$ cat src/rtl/sms_loader_pkg.sv
// Shared types for the flash-loader downstream writers: writer FSM states,
// byte-lane masks and the packed RAM word handed between pipeline stages.
package sms_loader_pkg;

    typedef enum logic [1:0] {
        ST_IDLE    = 2'd0,
        ST_LOADING = 2'd1,
        ST_FLUSH   = 2'd2,
        ST_DONE    = 2'd3
    } writer_state_t;

    localparam logic [1:0] MASK_LO   = 2'b01;
    localparam logic [1:0] MASK_HI   = 2'b10;
    localparam logic [1:0] MASK_FULL = 2'b11;

    // Address field is sized for the widest RAM any writer targets; narrower
    // writers use the low bits only.
    localparam int WORD_ADDR_MAX_W = 32;

    typedef struct packed {
        logic [WORD_ADDR_MAX_W-1:0] addr;
        logic [15:0]                data;
        logic [1:0]                 mask;
    } sms_word_t;

endpackage

$ cat src/rtl/sms_word_fifo.sv
// Synchronous FIFO with one push and one pop per cycle; a push while full is
// accepted only when a pop frees the slot in the same cycle.
module sms_word_fifo #(
    parameter int DEPTH = 4,
    parameter int WIDTH = 8
) (
    input  logic                     i_clk,
    input  logic                     i_rst,
    input  logic                     i_push,
    input  logic                     i_pop,
    input  logic [WIDTH-1:0]         i_wdata,
    output logic [WIDTH-1:0]         o_rdata,
    output logic                     o_full,
    output logic                     o_empty,
    output logic [$clog2(DEPTH):0]   o_free
);
    localparam int AW = $clog2(DEPTH);

    logic [WIDTH-1:0] r_mem [DEPTH];
    logic [AW-1:0]    r_wr_ptr;
    logic [AW-1:0]    r_rd_ptr;
    logic [AW:0]      r_count;
    logic             w_do_push;
    logic             w_do_pop;

    assign o_full    = (r_count == (AW+1)'(DEPTH));
    assign o_empty   = (r_count == '0);
    assign o_free    = (AW+1)'(DEPTH) - r_count;
    assign o_rdata   = r_mem[r_rd_ptr];
    assign w_do_pop  = i_pop && !o_empty;
    assign w_do_push = i_push && (!o_full || w_do_pop);

    always_ff @(posedge i_clk or posedge i_rst) begin
        if (i_rst) begin
            r_wr_ptr <= '0;
            r_rd_ptr <= '0;
            r_count  <= '0;
            for (int i = 0; i < DEPTH; i++) begin
                r_mem[i] <= '0;
            end
        end else begin
            if (w_do_push) begin
                r_mem[r_wr_ptr] <= i_wdata;
                r_wr_ptr        <= r_wr_ptr + AW'(1);
            end
            if (w_do_pop) begin
                r_rd_ptr <= r_rd_ptr + AW'(1);
            end
            if (w_do_push && !w_do_pop) begin
                r_count <= r_count + (AW+1)'(1);
            end else if (w_do_pop && !w_do_push) begin
                r_count <= r_count - (AW+1)'(1);
            end
        end
    end

endmodule

$ cat src/rtl/sms_rom_writer.sv
// Packs the flash loader's byte stream into 16-bit words, queues them and
// commits them to cartridge RAM over a req/ack port, throttling the loader.
module sms_rom_writer
    import sms_loader_pkg::*;
#(
    parameter int FIFO_DEPTH = 4,
    parameter int ADDR_W     = 22
) (
    input  logic              clock,
    input  logic              reset,
    input  logic [ADDR_W-1:0] load_addr,
    input  logic [7:0]        load_data,
    input  logic              load_strobe,
    input  logic              load_done,
    output logic              loader_valid,
    output logic              mem_req,
    output logic [ADDR_W-2:0] mem_addr,
    output logic [15:0]       mem_wdata,
    output logic [1:0]        mem_wmask,
    input  logic              mem_ack,
    output logic              rom_ready,
    output logic [ADDR_W:0]   byte_count,
    output logic              overflow,
    output logic [1:0]        dbg_state
);
    localparam int WA_W  = ADDR_W - 1;
    localparam int CNT_W = $clog2(FIFO_DEPTH) + 1;

    writer_state_t   r_state;
    logic            r_hold_valid;
    logic [WA_W-1:0] r_hold_addr;
    logic [15:0]     r_hold_data;
    logic [1:0]      r_hold_mask;
    logic            r_mem_req;
    logic [WA_W-1:0] r_mem_addr;
    logic [15:0]     r_mem_wdata;
    logic [1:0]      r_mem_wmask;
    logic            r_rom_ready;
    logic [ADDR_W:0] r_byte_count;
    logic            r_overflow;

    logic             w_accept;
    logic             w_lane;
    logic [WA_W-1:0]  w_word;
    logic [1:0]       w_lane_mask;
    logic [15:0]      w_lane_data;
    logic [15:0]      w_merge_data;
    logic             w_can_merge;
    logic             w_push;
    logic             w_pop;
    logic             w_fifo_full;
    logic             w_fifo_empty;
    logic [CNT_W-1:0] w_free;
    sms_word_t        w_push_word;
    sms_word_t        w_head;
    logic             w_nxt_valid;
    logic [WA_W-1:0]  w_nxt_addr;
    logic [15:0]      w_nxt_data;
    logic [1:0]       w_nxt_mask;
    logic             w_unused_head;

    assign w_accept     = load_strobe && (r_state == ST_IDLE || r_state == ST_LOADING);
    assign w_lane       = load_addr[0];
    assign w_word       = load_addr[ADDR_W-1:1];
    assign w_lane_mask  = w_lane ? MASK_HI : MASK_LO;
    assign w_lane_data  = w_lane ? {load_data, 8'h00} : {8'h00, load_data};
    assign w_merge_data = w_lane ? {load_data, r_hold_data[7:0]} : {r_hold_data[15:8], load_data};
    assign w_can_merge  = r_hold_valid && (r_hold_addr == w_word)
                          && ((r_hold_mask & w_lane_mask) == 2'b00);
    assign w_pop        = r_mem_req && mem_ack;
    assign w_unused_head = &{1'b0, w_head.addr[WORD_ADDR_MAX_W-1:WA_W]};

    always_comb begin
        w_push                     = 1'b0;
        w_push_word                = '0;
        w_push_word.addr[WA_W-1:0] = r_hold_addr;
        w_push_word.data           = r_hold_data;
        w_push_word.mask           = r_hold_mask;
        w_nxt_valid                = r_hold_valid;
        w_nxt_addr                 = r_hold_addr;
        w_nxt_data                 = r_hold_data;
        w_nxt_mask                 = r_hold_mask;
        if (w_accept) begin
            if (w_can_merge) begin
                // A valid holding word has exactly one lane, so a merge always fills it.
                w_push           = 1'b1;
                w_push_word.data = w_merge_data;
                w_push_word.mask = MASK_FULL;
                w_nxt_valid      = 1'b0;
                w_nxt_data       = '0;
                w_nxt_mask       = '0;
            end else begin
                w_push      = r_hold_valid;
                w_nxt_valid = 1'b1;
                w_nxt_addr  = w_word;
                w_nxt_data  = w_lane_data;
                w_nxt_mask  = w_lane_mask;
            end
        end else if (r_state == ST_FLUSH && r_hold_valid) begin
            w_push      = 1'b1;
            w_nxt_valid = 1'b0;
            w_nxt_data  = '0;
            w_nxt_mask  = '0;
        end
    end

    sms_word_fifo #(
        .DEPTH (FIFO_DEPTH),
        .WIDTH ($bits(sms_word_t))
    ) u_fifo (
        .i_clk   (clock),
        .i_rst   (reset),
        .i_push  (w_push),
        .i_pop   (w_pop),
        .i_wdata (w_push_word),
        .o_rdata (w_head),
        .o_full  (w_fifo_full),
        .o_empty (w_fifo_empty),
        .o_free  (w_free)
    );

    always_ff @(posedge clock or posedge reset) begin
        if (reset) begin
            r_state      <= ST_IDLE;
            r_hold_valid <= 1'b0;
            r_hold_addr  <= '0;
            r_hold_data  <= '0;
            r_hold_mask  <= '0;
            r_mem_req    <= 1'b0;
            r_mem_addr   <= '0;
            r_mem_wdata  <= '0;
            r_mem_wmask  <= '0;
            r_rom_ready  <= 1'b0;
            r_byte_count <= '0;
            r_overflow   <= 1'b0;
        end else begin
            r_hold_valid <= w_nxt_valid;
            r_hold_addr  <= w_nxt_addr;
            r_hold_data  <= w_nxt_data;
            r_hold_mask  <= w_nxt_mask;
            if (w_accept && r_byte_count != '1) begin
                r_byte_count <= r_byte_count + (ADDR_W+1)'(1);
            end
            if (w_push && w_fifo_full && !w_pop) begin
                r_overflow <= 1'b1;
            end
            // After each ack the request rests low for one cycle so the next head settles.
            if (w_pop) begin
                r_mem_req <= 1'b0;
            end else if (!r_mem_req && !w_fifo_empty) begin
                r_mem_req   <= 1'b1;
                r_mem_addr  <= w_head.addr[WA_W-1:0];
                r_mem_wdata <= w_head.data;
                r_mem_wmask <= w_head.mask;
            end
            r_rom_ready <= (r_state == ST_DONE) && load_done;
            case (r_state)
                ST_IDLE:    if (!load_done) r_state <= ST_LOADING;
                ST_LOADING: if (load_done) r_state <= ST_FLUSH;
                ST_FLUSH: begin
                    if (!r_hold_valid && w_fifo_empty && !r_mem_req) r_state <= ST_DONE;
                end
                ST_DONE: begin
                    if (!load_done) begin
                        r_state      <= ST_LOADING;
                        r_byte_count <= '0;
                        r_hold_valid <= 1'b0;
                        r_hold_data  <= '0;
                        r_hold_mask  <= '0;
                    end
                end
                default: r_state <= ST_IDLE;
            endcase
        end
    end

    assign loader_valid = (r_state == ST_LOADING) && (w_free >= CNT_W'(2));
    assign mem_req      = r_mem_req;
    assign mem_addr     = r_mem_addr;
    assign mem_wdata    = r_mem_wdata;
    assign mem_wmask    = r_mem_wmask;
    assign rom_ready    = r_rom_ready;
    assign byte_count   = r_byte_count;
    assign overflow     = r_overflow;
    assign dbg_state    = r_state;

endmodule
$ cat config.mk
export PLATFORM = sky130hd
export DESIGN_NAME = sms_rom_writer
export DESIGN_NICKNAME = d
export VERILOG_FILES = /design/src/rtl/sms_loader_pkg.sv /design/src/rtl/sms_word_fifo.sv /design/src/rtl/sms_rom_writer.sv
export SDC_FILE = /design/constraint.sdc
export NUM_CORES = 1
export LEC_CHECK = 0
export BUFFER_PORTS_ARGS = -buffer_cell sky130_fd_sc_hd__buf_4
export CAP_MARGIN = 5
export CORE_MARGIN = 4
export CORE_UTILIZATION = 54
export CTS_BUF_LIST = sky130_fd_sc_hd__clkbuf_16
export CTS_CLUSTER_DIAMETER = 120
export DETAILED_ROUTE_END_ITERATION = 8
export GPL_TIMING_DRIVEN = 0
export PLACE_DENSITY = 0.86
export SLEW_MARGIN = 40
export SYNTH_ARGS = -nofsm -noshare
export SYNTH_HDL_FRONTEND = slang
export SYNTH_SLANG_ARGS = --single-unit
$ cat constraint.sdc
create_clock -name clock -period 8.4 [get_ports clock]
set_clock_uncertainty 0.15 [all_clocks]
set_input_delay 0.84 -clock clock [delete_from_list [all_inputs] [get_ports clock]]
set_output_delay 0.84 -clock clock [all_outputs]
set_load 0.01 [all_outputs]
==> key figures, run 1 <==
Outcome
  – Status: completed

Floorplan
  – Rows: 55
  – I/O pin cnt: 103
  – Starting Density: 0.5465
  – Area of the die: 0.02533 mm2
  – Die width: 159.1 um
  – Die H: 159.1 um
  – Core Area: 0.02257 mm2

Global route
  – GR Overflow Total: 0
  – Total Routing Usage GR: 0.2522
  – First-pass GRT wire length: 52.45 mm
  – Largest net degree at the start of global routing: 27
  – Initial antenna violation count: 0
  – Vias in the first global route: 10085

Setup path
  – R2r endpoint: u_fifo.r_count[2]
  – Flop2flop setup slack: 5520 ps
  – Cell count of the worst reg-to-reg path: 12
  – Setup CP Type: reg2out
  – Critical path data required time: 7410 ps
  – Critical Path Start Type: flip-flop
  – Worst Path Arrival: 1950 ps
  – Critical path peak fanout: 3
  – RR Startpoint: u_fifo.r_count[0]
  – Worst Setup End Kind: primary output

Clock network
  – CTS tree: done
  – Worst-Skew Late Latency: 550 ps
  – CTS sink cnt: 270
  – H-Tree Level Count: 1
  – # hold bufs at CTS: 0
  – Setup bufs post-CTS: 0
  – Post_cts resized: 0
  – TritonCTS Buffers: 28
  – Root buffer cell: clkbuf_16
  – CTS Buffer Depth: 3
  – Clk slew on worst S/H paths: 60 ps

Timing
  – Final setup viols: 0
  – Final Hold Viols: 0
  – Worst slew pin tran: 832.0 ps
  – Achievable Freq: 340.5 MHz
  – Fin crit share: 0.3496
  – Max_slew headroom: 0.4395
  – Final critical-path required period: 2937 ps
  – Setup TNS: 0 ps
  – Max-slew violations: 0
  – RSZ-0062 raised after global routing: no

Logic synthesis
  – Synth Register Bits: 270
  – Asr flop ratio synth: 1.000
  – Area leader, netlist: dfrtp_1
  – Avg Cell Area, Syn: 11.13 um2
  – Synth Warn #: 0
  – Synth top area share: 0.5477
  – Post-synthesis sequential area ratio: 0.5477
  – Post-synthesis mux area share: 0.1277
  – Area contributors post-synth: dfrtp_1 55%, nand2_1 8.4%, mux4_2 7.1%
  – Synthesized area: 0.01234 mm2
  – Largest family of logic cells by synthesized area: simple AND/OR/NAND/NOR gates
  – Post-synth cell types: 54
  – Main synth FF type: dfrtp_1
  – Synth Area in Adders: 0.01684
  – Post-Synth XOR/XNOR Area: 0.03124
  – Compound-Gate Fraction of Synth Area: 0.08135
  – Synth Area in Simple Gates: 0.1584
  – Syn_nets: 1159
  – Post-Synthesis Cells: 1108
  – Post-synth EDFFs: 0

Layout
  – Nets: 1303
  – Syn-to-layout area delta: 18.84%
  – Layout cell share with drive strength beyond 1: 0.2516
  – FILL cells: 1613
  – Final instance count without filler cells: 1558

Detailed routing
  – DRC: 0
  – Final WL: 31.94 mm
  – Average wire per standard cell: 20.50 um
  – DR vias/cell: 6.103
  – Detail Route Antenna Nets: 0
  – Via count: 9508
  – DRT iter0 DRCs: 929
  – Initial DRT Pass Iterations: 9

Power and ir drop
  – VDD IR-drop max: 0.2056 mV
  – PwrDens: 359.8 mW/mm2
  – P_leak: 6.904 nW

Place
  – Hpwl dp: 21.45 mm
  – Port buffer count: 102
  – Cell Count Post-Placement: 1507
  – RD Place Congestion: 0.8428

Run
  – Maxcap violations: 0

Worst hold path
  – Min-Delay Path Class: in2async
synth_stat cells, types with 4 or more instances:
cell and n:
nand2_1 277, dfrtp_1 270, nor2_1 92, a31oi_1 68, mux2_2 60, mux4_2 39, xnor2_1 37, buf_2 27
nand3_1 27, o21ai_0 21, clkbuf_1 15, ha_1 15, inv_1 14, buf_6 13, and3_1 11, a21oi_1 9
a22o_1 9, a32o_1 9, and2_1 8, and4_1 8, o21ai_2 8, nand4_1 7, nor4_1 7, xor2_1 7
a211oi_1 5, buf_4 5, buf_1 4
registers in the layout, indices dropped and copies added (netlist names), 2 cells and up:
| register | cells |
|---|---|
| u_fifo.r_mem | 156 |
| byte_count | 23 |
| mem_addr | 21 |
| r_hold_addr | 21 |
| mem_wdata | 16 |
| r_hold_data | 16 |
| u_fifo.r_count | 3 |
| dbg_state | 2 |
| mem_wmask | 2 |
| r_hold_mask | 2 |
| u_fifo.r_rd_ptr | 2 |
| u_fifo.r_wr_ptr | 2 |
where the power goes:
group          internal [mW]  switching, mW
combinational          0.927          0.921
clock                  0.685          0.525
sequential              1.83          0.389
total                   3.44           1.84
metal layers:
layer,track usage,routed length [um],vias to the layer above
li1,-,-,4154
met2,0.4184,15730,463
met4,0.1144,1451,0
met5,0,0,-
met3,0.04401,2481,125
met1,0.3284,12270,4766
cells by family after synthesis:
family | Yosys count
buffers and inverters | 79
adders and majority gates | 16
and+or+nand+nor | 455
AOI/OAI and AO/OA | 143
muxes | 101
xor gates and xnor gates | 44
DFF | 270
worst max path at each step:
stage | from | to | slack, ps | cells past startpoint
detailed placement | u_fifo.r_count[1] | u_fifo.r_count[2] | 5520 | 12
global placement | reset | u_fifo.r_mem[24] | 2360 | 2
CTS | u_fifo.r_count[1] | loader_valid | 5480 | 5
global route | u_fifo.r_count[0] | u_fifo.r_count[2] | 5320 | 12
floorplan | reset | byte_count[0] | 3840 | 1
finish | u_fifo.r_count[0] | loader_valid | 5460 | 5
worst max-delay path, cell delays in order (launching register included):
cell,delay [ps]
dfrtp_1,410
inv_1,80
ha_1,200
ha_1,270
a21boi_0,270
buf_4,180
cell usage in the layout (no fill, tap or decap), drive strengths merged, types with 3 or more instances in the layout:
cell type,Yosys,layout
clkinvlp,0,4
a211oi,6,6
mux2,61,61
buf,49,163
ha,15,15
nand3,27,27
and2,8,8
nor4,10,10
a31oi,68,68
nand4,8,8
a22o,9,9
xnor2,37,37
xor2,7,7
nand2,277,277
clkinv,0,11
a21oi,11,11
o21ai,29,29
nor3,4,4
clkbuf,15,44
and3,11,11
mux4,39,39
inv,14,18
nand2b,3,3
a32o,9,9
and4,9,9
nor2,92,92
dfrtp,270,270
layout make-up:
type                    count  area, um2  share of cell area
flip-flops and latches    270       6756              0.4609
multi-input cells         759       5135              0.3503
repair buffers            114       1066             0.07272
clock buffers              29      725.7             0.04950
plain buffers              65      400.4             0.02731
well taps                 285      356.6             0.02433
clock inverters            21      160.2             0.01093
inverters                  14      56.30            0.003841
diodes                      1      2.502           0.0001707
per-stage QoR:
stage	util	cell area, um2	hold slack (ps)	setup slack (ps)	power, mW
6_report	0.6494	14660	174.0	5463	5.274
5_1_grt	0.6493	14660	201.8	5324	5.567
4_1_cts	0.6493	14660	183.6	5478	5.267
3_5_place_dp	0.6101	13770	303.6	5518	4.028
3_3_place_gp	0.5964	13460	302.9	2360	3.892
2_1_floorplan	-	12340	290.3	3843	3.415
(Power assumes the default switching activity.)
==> run 2, diff against run 1 <==
==> constraint.sdc (replaced) <==
create_clock -name clock -period 2.5 [get_ports clock]
set_clock_uncertainty 0.15 [all_clocks]
set_input_delay 0.25 -clock clock [delete_from_list [all_inputs] [get_ports clock]]
set_output_delay 0.25 -clock clock [all_outputs]
set_load 0.01 [all_outputs]
==> run 2 against run 1 <==
  * The run now ends with design-rule violations, negative setup slack left
  * Worst hold slack lost 45 ps
  * Clock power grew to 3.8 times the previous value
  * First-iteration DRC count grew 60%
  * Design area grew 6.2%
  * Critical path depth grew 1
  * Non-clock buffer count grew 51
  * Combinational power grew to 3.9 times the previous value
  * Setup slack lost 5600 ps
  * Largest cell class unchanged
  * Highest routed layer unchanged
  * Total power grew to 3.7 times the previous value
==> key figures, run 2 (synthesized netlist as in run 1, its figures left out) <==
Outcome
  – Status: finished, violations left
  – Failing checks: design-rule violations, negative setup slack

Global route
  – Largest net degree at the start of global routing: 27 (unchanged)
  – GR Overflow Total: 0 (unchanged)
  – Total Routing Usage GR: 0.2792 (+0.02697)
  – Vias in the first global route: 10807 (+7.2%)
  – Initial antenna violation count: 0 (unchanged)
  – First-pass GRT wire length: 57.59 mm (+9.8%)

Layout
  – Most flops, register: u_fifo.r_mem
  – Syn-to-layout area delta: 26.20%
  – Layout cell share with drive strength beyond 1: 0.2963 (+0.04472)
  – Leading cell type in the layout, fill and taps excluded: nand2_1
  – Max reg flops: 156 (unchanged)
  – Most frequent cells in the layout: 272 x nand2_1, 269 x dfrtp_1, 124 x buf_4, 83 x nor2_1, 64 x a31oi_1
  – Number of diodes: 0 (-1)
  – FILL cells: 1367 (-15%)
  – Nets: 1353 (+3.8%)

Setup path
  – Worst Path Arrival: 2870 ps (+920 ps)
  – Setup CP Type: reg2reg
  – Critical path data required time: 2750 ps (-4660 ps)
  – Worst Setup End Kind: flip-flop
  – Critical Path Start Type: flip-flop
  – Critical path peak fanout: 8 (+5)

Timing
  – Final setup viols: 37 (+37)
  – Worst setup margin: -112.2 ps (-5575 ps)
  – Final Hold Viols: 0 (unchanged)
  – Worst slew pin tran: 989.1 ps (+157.1 ps)
  – Final critical-path required period: 2612 ps
  – RSZ-0062 raised after global routing: yes
  – Hold Slack: 129.3 ps (-44.77 ps)
  – Fin crit share: 1.045
  – Max-slew violations: 0 (unchanged)
  – Max_slew headroom: 0.3406 (-0.09890)
  – Achievable Freq: 382.8 MHz

Worst hold path
  – Min-Delay Path Class: in2async

Clock network
  – CTS sink cnt: 270 (unchanged)
  – TritonCTS Buffers: 27 (-3.6%)
  – CTS tree: done
  – Clk slew on worst S/H paths: 70 ps (about the same)
  – Root buffer cell: clkbuf_16
  – Worst-Skew Late Latency: 540 ps (about the same)
  – CTS Buffer Depth: 3 (unchanged)
  – H-Tree Level Count: 1 (unchanged)

Place
  – Port buffer count: 102 (unchanged)
  – RD Place Congestion: 0.8358 (-0.83%)
  – Hpwl dp: 21.54 mm (+0.41%)

Power and ir drop
  – VDD IR-drop max: 0.6133 mV (+200%)
  – Int Pwr: 12.38 mW (+260%)
  – Clock power share: 0.237 (+0.007)
  – Switching power: 7.022 mW (+280%)
  – Total power: 19.41 mW (+270%)
  – Net Sw Frac: 0.3618 (+0.01384)
  – Sequential fraction of design power: 0.394 (-0.026)
  – PwrDens: 1247 mW/mm2 (+250%)
  – Comb pwr share: 0.370 (+0.019)
  – P_leak: 7.277 nW (+5.4%)

Detailed routing
  – Detail Route Antenna Nets: 0 (unchanged)
  – DRC: 2 (+2)
  – Initial DRT Pass Iterations: 9 (unchanged)
  – DRT iter0 DRCs: 1484 (+60%)
  – DR vias/cell: 6.581 (+7.8%)
  – Via count: 10582 (+11%)
  – Final WL: 39.48 mm (+24%)
  – Average wire per standard cell: 24.55 um (+20%)

Run
  – Maxcap violations: 0 (unchanged)

Floorplan
  – Die H: 159.1 um (unchanged)
  – Core Area: 0.02257 mm2 (unchanged)
  – Rows: 55 (unchanged)
  – Area of the die: 0.02533 mm2 (unchanged)
  – I/O pin cnt: 103 (unchanged)
  – Starting Density: 0.5465 (unchanged)
  – Die width: 159.1 um (unchanged)
-- run 2: path summary, 6_finish.rpt --
path	slack, ps	cells after the start	end	from
worst min-delay path	130	3	byte_count[11]	reset
worst max-delay path	-110	6	u_fifo.r_mem[12]	r_hold_addr[15]
worst min register to register	320	2	u_fifo.r_mem[21]	u_fifo.r_mem[21]
min in group clock	250	5	r_hold_data[11]	load_strobe
max in group asynchronous	860	8	mem_addr[15]	reset
worst max register to register	-110	6	u_fifo.r_mem[12]	r_hold_addr[15]
-- run 2: timing repair --
item                                   in CTS  in global routing
hold buffers                               32                  0
gates cloned                                0                  2
buffers inserted                           12                  5
setup endpoints to repair                 141                170
resized for setup                          11                 79
endpoints found under the hold margin     155                  0
pin swaps                                   2                  7
-- run 2: power by group through the flow --
| stage | sequential (mW) | clock (mW) | combinational (mW) |
|---|---|---|---|
| 2_1_floorplan | 7.18 | 0 | 4.34 |
| 3_5_place_dp | 7.41 | 0 | 6.19 |
| 3_3_place_gp | 7.29 | 0 | 5.83 |
| 6_report | 7.64 | 4.59 | 7.17 |
| 4_1_cts | 7.37 | 4.53 | 6.52 |
| 5_1_grt | 7.74 | 4.77 | 7.65 |
-- run 2: final cells by class --
cell class / count / area, um2 / area share
buffer: 64 / 465.4 / 0.02990
clock buffer: 27 / 675.6 / 0.04340
timing repair buffer: 166 / 1579 / 0.1014
sequential: 270 / 6758 / 0.4341
clock inverter: 23 / 310.3 / 0.01993
tap: 285 / 356.6 / 0.02291
multi-input combinational: 759 / 5366 / 0.3447
inverter: 14 / 56.30 / 0.003617
-- run 2: stage by stage --
| step | setup slack [ps] | cell area [um2] | TNS [ps] | std cells | utilization |
|---|---|---|---|---|---|
| final | -112.2 | 15570 | -1538 | 1608 | 0.6897 |
| after CTS | -22.25 | 15250 | -22.25 | 1602 | 0.6758 |
| after global routing | -131.5 | 15570 | -3632 | 1608 | 0.6897 |
| after detailed placement | -254.5 | 13820 | -6920 | 1508 | 0.6123 |
| after floorplan | -1467 | 12370 | -396280 | 1108 | - |
| after global placement | -2930 | 13500 | -791070 | 1495 | 0.5979 |
-- run 2: per-layer routing --
layer  vias up  global-route usage  wire (um)  part of all wire
met1      5122              0.3390      13810              0.35
li1       4253                   -          -                 -
met2       911              0.4549      18550              0.47
met5         -                   0          0                 0
met4         0              0.1834       3045             0.077
met3       296             0.05824       4065              0.10
-- run 2: worst max-delay path: stages, from the launching register on --
cell     delay [ps]
dfrtp_1         460
xnor2_1         390
nand4_1         280
or4_4           600
buf_6           180
o21ai_4         240
a31oi_1         160
